<file path="src/rtl/spike_event_monitor.sv">
// Spike readout: edge-detects two spike lines, keeps saturating counts, and buffers
// timestamped event words in a FIFO drained over valid/ready. Optional rate window: SPIKE_MON_RATE_EN.
module spike_event_monitor #(
  parameter int TS_W       = 16,
  parameter int DEPTH      = 8,
  parameter int CNT_W      = 16,
  parameter int WIN_CYCLES = 1024
) (
  input  logic                     clk,
  input  logic                     rst,
  input  logic                     ena,
  input  logic                     spike_n1,
  input  logic                     spike_n2,
  input  logic                     clr_cnt,
  output logic                     ev_valid,
  input  logic                     ev_ready,
  output logic [TS_W+2:0]          ev_data,
  output logic [CNT_W-1:0]         cnt_n1,
  output logic [CNT_W-1:0]         cnt_n2,
  output logic [7:0]               drop_cnt,
  output logic                     overflow,
  output logic [$clog2(DEPTH):0]   fifo_level,
  output logic [7:0]               rate_n1,
  output logic [7:0]               rate_n2,
  output logic                     rate_strobe
);

  localparam int AW = $clog2(DEPTH);
  localparam logic [AW:0]       PTR_ONE = (AW+1)'(1);
  localparam logic [TS_W-1:0]   TS_ONE  = TS_W'(1);
  localparam logic [CNT_W-1:0]  CNT_ONE = CNT_W'(1);

  typedef struct packed {
    logic            wrap;
    logic            m2;
    logic            m1;
    logic [TS_W-1:0] ts;
  } event_t;

  logic            s1_q, s2_q;
  logic            rise_n1, rise_n2;
  logic            m1, m2;
  logic [TS_W-1:0] ts;
  logic            wrap_q;
  logic [AW:0]     wr_ptr, rd_ptr;
  logic            full, pop, push_req, push_ok, drop;
  event_t          push_word;
  event_t          mem [DEPTH];

  // NOTE: sequential state uses non-blocking assignments so every register samples pre-edge values.
  always_ff @(posedge clk) begin
    if (rst) begin
      s1_q <= 1'b0;
      s2_q <= 1'b0;
    end else begin
      s1_q <= spike_n1;
      s2_q <= spike_n2;
    end
  end

  assign rise_n1 = spike_n1 & ~s1_q;
  assign rise_n2 = spike_n2 & ~s2_q;
  assign m1      = ena & rise_n1;
  assign m2      = ena & rise_n2;

  // wrap_q marks the first enabled cycle at ts==0 after a rollover; it holds across ena=0.
  always_ff @(posedge clk) begin
    if (rst) begin
      ts     <= '0;
      wrap_q <= 1'b0;
    end else if (ena) begin
      ts     <= ts + TS_ONE;
      wrap_q <= (ts == '1);
    end
  end

  assign ev_valid   = (wr_ptr != rd_ptr);
  assign fifo_level = wr_ptr - rd_ptr;
  assign full       = (wr_ptr[AW] != rd_ptr[AW]) && (wr_ptr[AW-1:0] == rd_ptr[AW-1:0]);
  assign pop        = ev_valid & ev_ready;

  always_comb begin
    // NOTE: defaults first so no path through this block leaves a value unassigned (no latch).
    push_word = '0;
    push_req  = 1'b0;
    push_ok   = 1'b0;
    drop      = 1'b0;
    if (ena && (rise_n1 || rise_n2 || wrap_q)) begin
      push_req       = 1'b1;
      push_word.wrap = wrap_q;
      push_word.m2   = rise_n2;
      push_word.m1   = rise_n1;
      push_word.ts   = ts;
    end
    // A full FIFO still accepts a word when the head leaves in the same cycle.
    push_ok = push_req & (~full | pop);
    drop    = push_req & full & ~pop;
  end

  always_ff @(posedge clk) begin
    if (rst) begin
      wr_ptr <= '0;
      rd_ptr <= '0;
    end else begin
      if (push_ok) wr_ptr <= wr_ptr + PTR_ONE;
      if (pop)     rd_ptr <= rd_ptr + PTR_ONE;
    end
  end

  // NOTE: storage is not reset; emptiness comes from the pointers and ev_data is masked while empty.
  always_ff @(posedge clk) begin
    if (push_ok) mem[wr_ptr[AW-1:0]] <= push_word;
  end

  assign ev_data = ev_valid ? mem[rd_ptr[AW-1:0]] : '0;

  function automatic logic [CNT_W-1:0] sat_inc(input logic [CNT_W-1:0] v, input logic inc);
    return (inc && v != '1) ? v + CNT_ONE : v;
  endfunction

  always_ff @(posedge clk) begin
    if (rst) begin
      cnt_n1   <= '0;
      cnt_n2   <= '0;
      drop_cnt <= '0;
      overflow <= 1'b0;
    end else if (clr_cnt) begin
      cnt_n1   <= CNT_W'(m1);
      cnt_n2   <= CNT_W'(m2);
      drop_cnt <= {7'd0, drop};
      overflow <= drop;
    end else begin
      cnt_n1 <= sat_inc(cnt_n1, m1);
      cnt_n2 <= sat_inc(cnt_n2, m2);
      if (drop) begin
        if (drop_cnt != 8'hFF) drop_cnt <= drop_cnt + 8'd1;
        overflow <= 1'b1;
      end
    end
  end

`ifdef SPIKE_MON_RATE_EN
  localparam int WIN_W = (WIN_CYCLES > 1) ? $clog2(WIN_CYCLES) : 1;
  localparam logic [WIN_W-1:0] WIN_LAST = WIN_W'(WIN_CYCLES - 1);

  logic [WIN_W-1:0] win_cnt;
  logic [7:0]       acc_n1, acc_n2;

  function automatic logic [7:0] sat8_inc(input logic [7:0] v, input logic inc);
    return (inc && v != 8'hFF) ? v + 8'd1 : v;
  endfunction

  // The closing cycle's rise is folded into the published rate, not the next window.
  always_ff @(posedge clk) begin
    if (rst) begin
      win_cnt     <= '0;
      acc_n1      <= '0;
      acc_n2      <= '0;
      rate_n1     <= '0;
      rate_n2     <= '0;
      rate_strobe <= 1'b0;
    end else begin
      rate_strobe <= 1'b0;
      if (clr_cnt) begin
        win_cnt <= '0;
        acc_n1  <= '0;
        acc_n2  <= '0;
      end else if (ena) begin
        if (win_cnt == WIN_LAST) begin
          win_cnt     <= '0;
          rate_n1     <= sat8_inc(acc_n1, m1);
          rate_n2     <= sat8_inc(acc_n2, m2);
          acc_n1      <= '0;
          acc_n2      <= '0;
          rate_strobe <= 1'b1;
        end else begin
          win_cnt <= win_cnt + WIN_W'(1);
          acc_n1  <= sat8_inc(acc_n1, m1);
          acc_n2  <= sat8_inc(acc_n2, m2);
        end
      end
    end
  end
`else
  logic unused_win;
  assign unused_win  = (WIN_CYCLES > 0);
  assign rate_n1     = '0;
  assign rate_n2     = '0;
  assign rate_strobe = 1'b0;
`endif

endmodule
</file>
<file path="config.mk">
export PLATFORM = sky130hd
export DESIGN_NAME = spike_event_monitor
export DESIGN_NICKNAME = d
export VERILOG_FILES = /design/src/rtl/spike_event_monitor.sv
export SDC_FILE = /design/constraint.sdc
export NUM_CORES = 1
export LEC_CHECK = 0
export BUFFER_PORTS_ARGS = -buffer_cell sky130_fd_sc_hd__buf_2
export CAP_MARGIN = 20
export CORE_MARGIN = 2
export CORE_UTILIZATION = 44
export CTS_BUF_LIST = sky130_fd_sc_hd__clkbuf_8 sky130_fd_sc_hd__clkbuf_16
export DETAILED_ROUTE_END_ITERATION = 12
export GPL_TIMING_DRIVEN = 0
export SLEW_MARGIN = 20
export SYNTH_ARGS = -nofsm -noshare
export SYNTH_HDL_FRONTEND = slang
export SYNTH_SLANG_ARGS = --single-unit
</file>
<file path="constraint.sdc">
create_clock -name clk -period 7.5 [get_ports clk]
set_input_delay 1.5 -clock clk [delete_from_list [all_inputs] [get_ports clk]]
set_output_delay 1.5 -clock clk [all_outputs]
set_load 0.02 [all_outputs]
</file>
==> flow_metrics.env <==
export IMPL_root_buffer="clkbuf_16"
export IMPL_clock_sinks=223
export IMPL_io_pins=89
export IMPL_design_die_area_mm2=0.0232
export IMPL_vias_per_cell=5.63
export IMPL_dp_hpwl_um=15000
export IMPL_syn_area_per_cell_um2=13.4
export IMPL_rsz0062_at_grt="no"
export IMPL_path_clk_slew_ps=60
export IMPL_fin_skew_ps=8.68
export IMPL_synth_cell_types=53
export IMPL_crit_type="reg2out"
export IMPL_period_share_pct=59.3
export IMPL_drive_above_1_share_pct=22.5
export IMPL_yosysWarnings=0
export IMPL_die_x_um=152
export IMPL_r2r_end="mem[4][7]$_DFFE_PP_"
export IMPL_wire_per_inst_um=19.7
export IMPL_synthArstFlopShare_pct=0
export IMPL_switchingPower_mw=0.651
export IMPL_worstMarginPinSlew_ps=1000
export IMPL_numCtsBuffers=24
export IMPL_numPortBuffers=70
export IMPL_reg2reg_slack_ps=4000
export IMPL_cp_max_fo=10
export IMPL_power_mw=2.78
export IMPL_area_growth_pct=17.9
export IMPL_cp_start_kind="flop"
export IMPL_drc_errors=0
export IMPL_final_setup_viol_count=0
export IMPL_grt_first_pass_wirelength_um=35500
export IMPL_grt_total_usage_pct=19.0
export IMPL_nets=864
export IMPL_outcome="completed"
export IMPL_hold_path_class="reg2reg"
export IMPL_vias=6438
export IMPL_rows=54
export IMPL_fillers=1835
export IMPL_grt_overflow_total=0
export IMPL_finalCriticalPeriod_ps=4450
export IMPL_die_height_um=152
export IMPL_p_int_mw=2.13
export IMPL_slew_headroom_pct=33.4
export IMPL_grt_pass1_vias=6503
export IMPL_crit_path_end_kind="output pin"
export IMPL_tns_ps=0
export IMPL_max_freq_mhz=225
export IMPL_power_density_mw_per_mm2=244
export IMPL_gp_congestion=0.854
export IMPL_combPwrFrac_pct=10.9
export IMPL_clkPwrFrac_pct=41.3
export IMPL_leakage_nw=3.94
export IMPL_synth_seq_cells=223
export IMPL_clk_latency_ps=500
export IMPL_netlist_area_mm2=0.00967
export IMPL_antenna_left=0
export IMPL_r2r_start="wr_ptr[0]$_SDFFE_PP0P_"
export IMPL_holdBufCountCts=0
export IMPL_synthCells=721
export IMPL_hold_viol=0
export IMPL_hold_end="overflow$_SDFFE_PP0P_"
export IMPL_ir_drop_v=0.000127
export IMPL_drt_iter0_markers=418
export IMPL_power_frac_seq_pct=47.8
export IMPL_worst_r2r_path_depth=10
export IMPL_synth_edf_count=152
export IMPL_timing_hold_ws_ps=475
export IMPL_h_tree_depth=1
export IMPL_synth_seq_area_share_pct=61.9
export IMPL_cts_max_path_buffers=3
export IMPL_core_area_mm2=0.0217
export IMPL_cp_arrival_ps=2950
export IMPL_grt_max_degree=20
export IMPL_cp_required_ps=6000
export IMPL_ys_flop_type="edfxtp_1"
export IMPL_routed_wirelength_um=22500
export IMPL_cap_violations=0
export IMPL_first_pass_iters=5
export IMPL_netSwitchingFraction_pct=23.4
export IMPL_cts_tree="done"
export IMPL_hp_start="overflow$_SDFFE_PP0P_"
export IMPL_cts_setup_buffers=0
export IMPL_diodes=0
export IMPL_hold_depth=2
export IMPL_cts_resized=0
export IMPL_initial_core_util_pct=44.6
export IMPL_drv_slew=0
export IMPL_antenna_found_initial=0
## layout make-up
| cell class | instances | area, µm² | share of cell area [%] |
|---|---|---|---|
| Timing Repair Buffer | 84 | 487 | 4.27 |
| Inverter | 16 | 60.1 | 0.527 |
| Sequential cell | 223 | 5990 | 52.5 |
| Tap cell | 280 | 350 | 3.07 |
| Multi-Input combinational cell | 445 | 3470 | 30.4 |
| Clock buffer | 28 | 667 | 5.85 |
| Clock inverter | 15 | 115 | 1.01 |
| Buffer | 53 | 269 | 2.36 |
## worst max-delay path, stage by stage, from the launching register on
cell and delay [ps]:
dfxtp_1 370, clkbuf_1 570, clkbuf_1 630, mux4_2 410, mux2i_1 210, nor2_1 70, buf_2 190
## state kept, by name (all words and copies together), names as in the netlist, named ones only
signal	cells
wr_ptr	4
drop_cnt	8
s2_q	1
ts	16
mem	152
rd_ptr	4
overflow	1
s1_q	1
wrap_q	1
cnt_n1	16
cnt_n2	16
## layout by cell type, fill, tap and decap left out, types with 13 or more instances in the layout
| master | synthesis | layout |
|---|---|---|
| nand4_1 | 17 | 17 |
| a21oi_1 | 27 | 27 |
| clkbuf_16 | 0 | 25 |
| conb_1 | 1 | 17 |
| nor2_1 | 52 | 49 |
| and2_1 | 20 | 20 |
| nand3_1 | 23 | 23 |
| inv_1 | 15 | 20 |
| dfxtp_1 | 71 | 71 |
| buf_4 | 17 | 24 |
| buf_2 | 5 | 77 |
| o21ai_0 | 18 | 18 |
| clkbuf_1 | 27 | 27 |
| and3_1 | 13 | 13 |
| nand2_1 | 43 | 43 |
| mux2i_1 | 31 | 31 |
| or3_1 | 13 | 13 |
| mux4_2 | 38 | 38 |
| edfxtp_1 | 152 | 152 |
## through the flow
stage | util [%] | setup WS, ps | instance area, µm² | cells
6_report | 52.6 | 3050 | 11400 | 1144
5_1_grt | 52.6 | 2920 | 11400 | 1144
4_1_cts | 52.6 | 2940 | 11400 | 1144
3_5_place_dp | 49.0 | 3230 | 10600 | 1101
3_3_place_gp | 48.1 | 372 | 10400 | 1087
2_1_floorplan | - | 2810 | 9730 | 737
## cells in the mapped netlist, types with 10 or more instances
cell      count  area share [%]
edfxtp_1    152              47
nor2_1       52             2.0
nor4_1       10            0.65
buf_4        17             1.3
nand2_1      43             1.7
and2_1       20             1.3
nor3_1       11            0.57
mux4_2       38             8.8
a21oi_1      27             1.4
o21ai_0      18            0.93
nand4_1      17             1.1
clkbuf_1     27             1.0
nand3_1      23             1.2
mux2i_1      31             3.2
and3_1       13            0.84
inv_1        15            0.58
dfxtp_1      71              15
or3_1        13            0.84
## power groups by stage
stage	sequential [mW]	clock, mW	combinational, mW
floorplan	1.35	0	0.212
global placement	1.36	0	0.298
detailed placement	1.36	0	0.308
CTS	1.33	1.17	0.309
global route	1.33	1.22	0.330
finish	1.33	1.15	0.302
## layer usage
metal | track usage [%] | share of wire [%]
met5 | 0 | 0
met4 | 4.85 | 1.8
met3 | 2.96 | 5.1
met2 | 33.5 | 51
met1 | 24.7 | 43
## worst max-delay path by stage
stage / end / slack [ps] / cells after the start
final: ev_data[12] / 3050 / 6
after global routing: ev_data[12] / 2920 / 6
after CTS: ev_data[12] / 2940 / 6
after detailed placement: mem[4][9]$_DFFE_PP_ / 3230 / 7
after global placement: mem[0][9]$_DFFE_PP_ / 370 / 6
after floorplan: mem[0][0]$_DFFE_PP_ / 2810 / 5
## cells by family (layout without fill, tap and decap cells)
family,after synthesis,in the layout,synth area share (%)
flip-flops,223,223,61.9
multiplexers,72,72,12.4
buffers and inverters,69,196,3.40
adder cells (fa/ha/maj),10,10,1.37
AND/OR/NAND/NOR,237,237,13.0
other,1,17,0.0388
AO/OA/AOI/OAI,94,94,6.49
XOR/XNOR,15,15,1.44
Note: power is estimated with default switching activity, not from simulation.
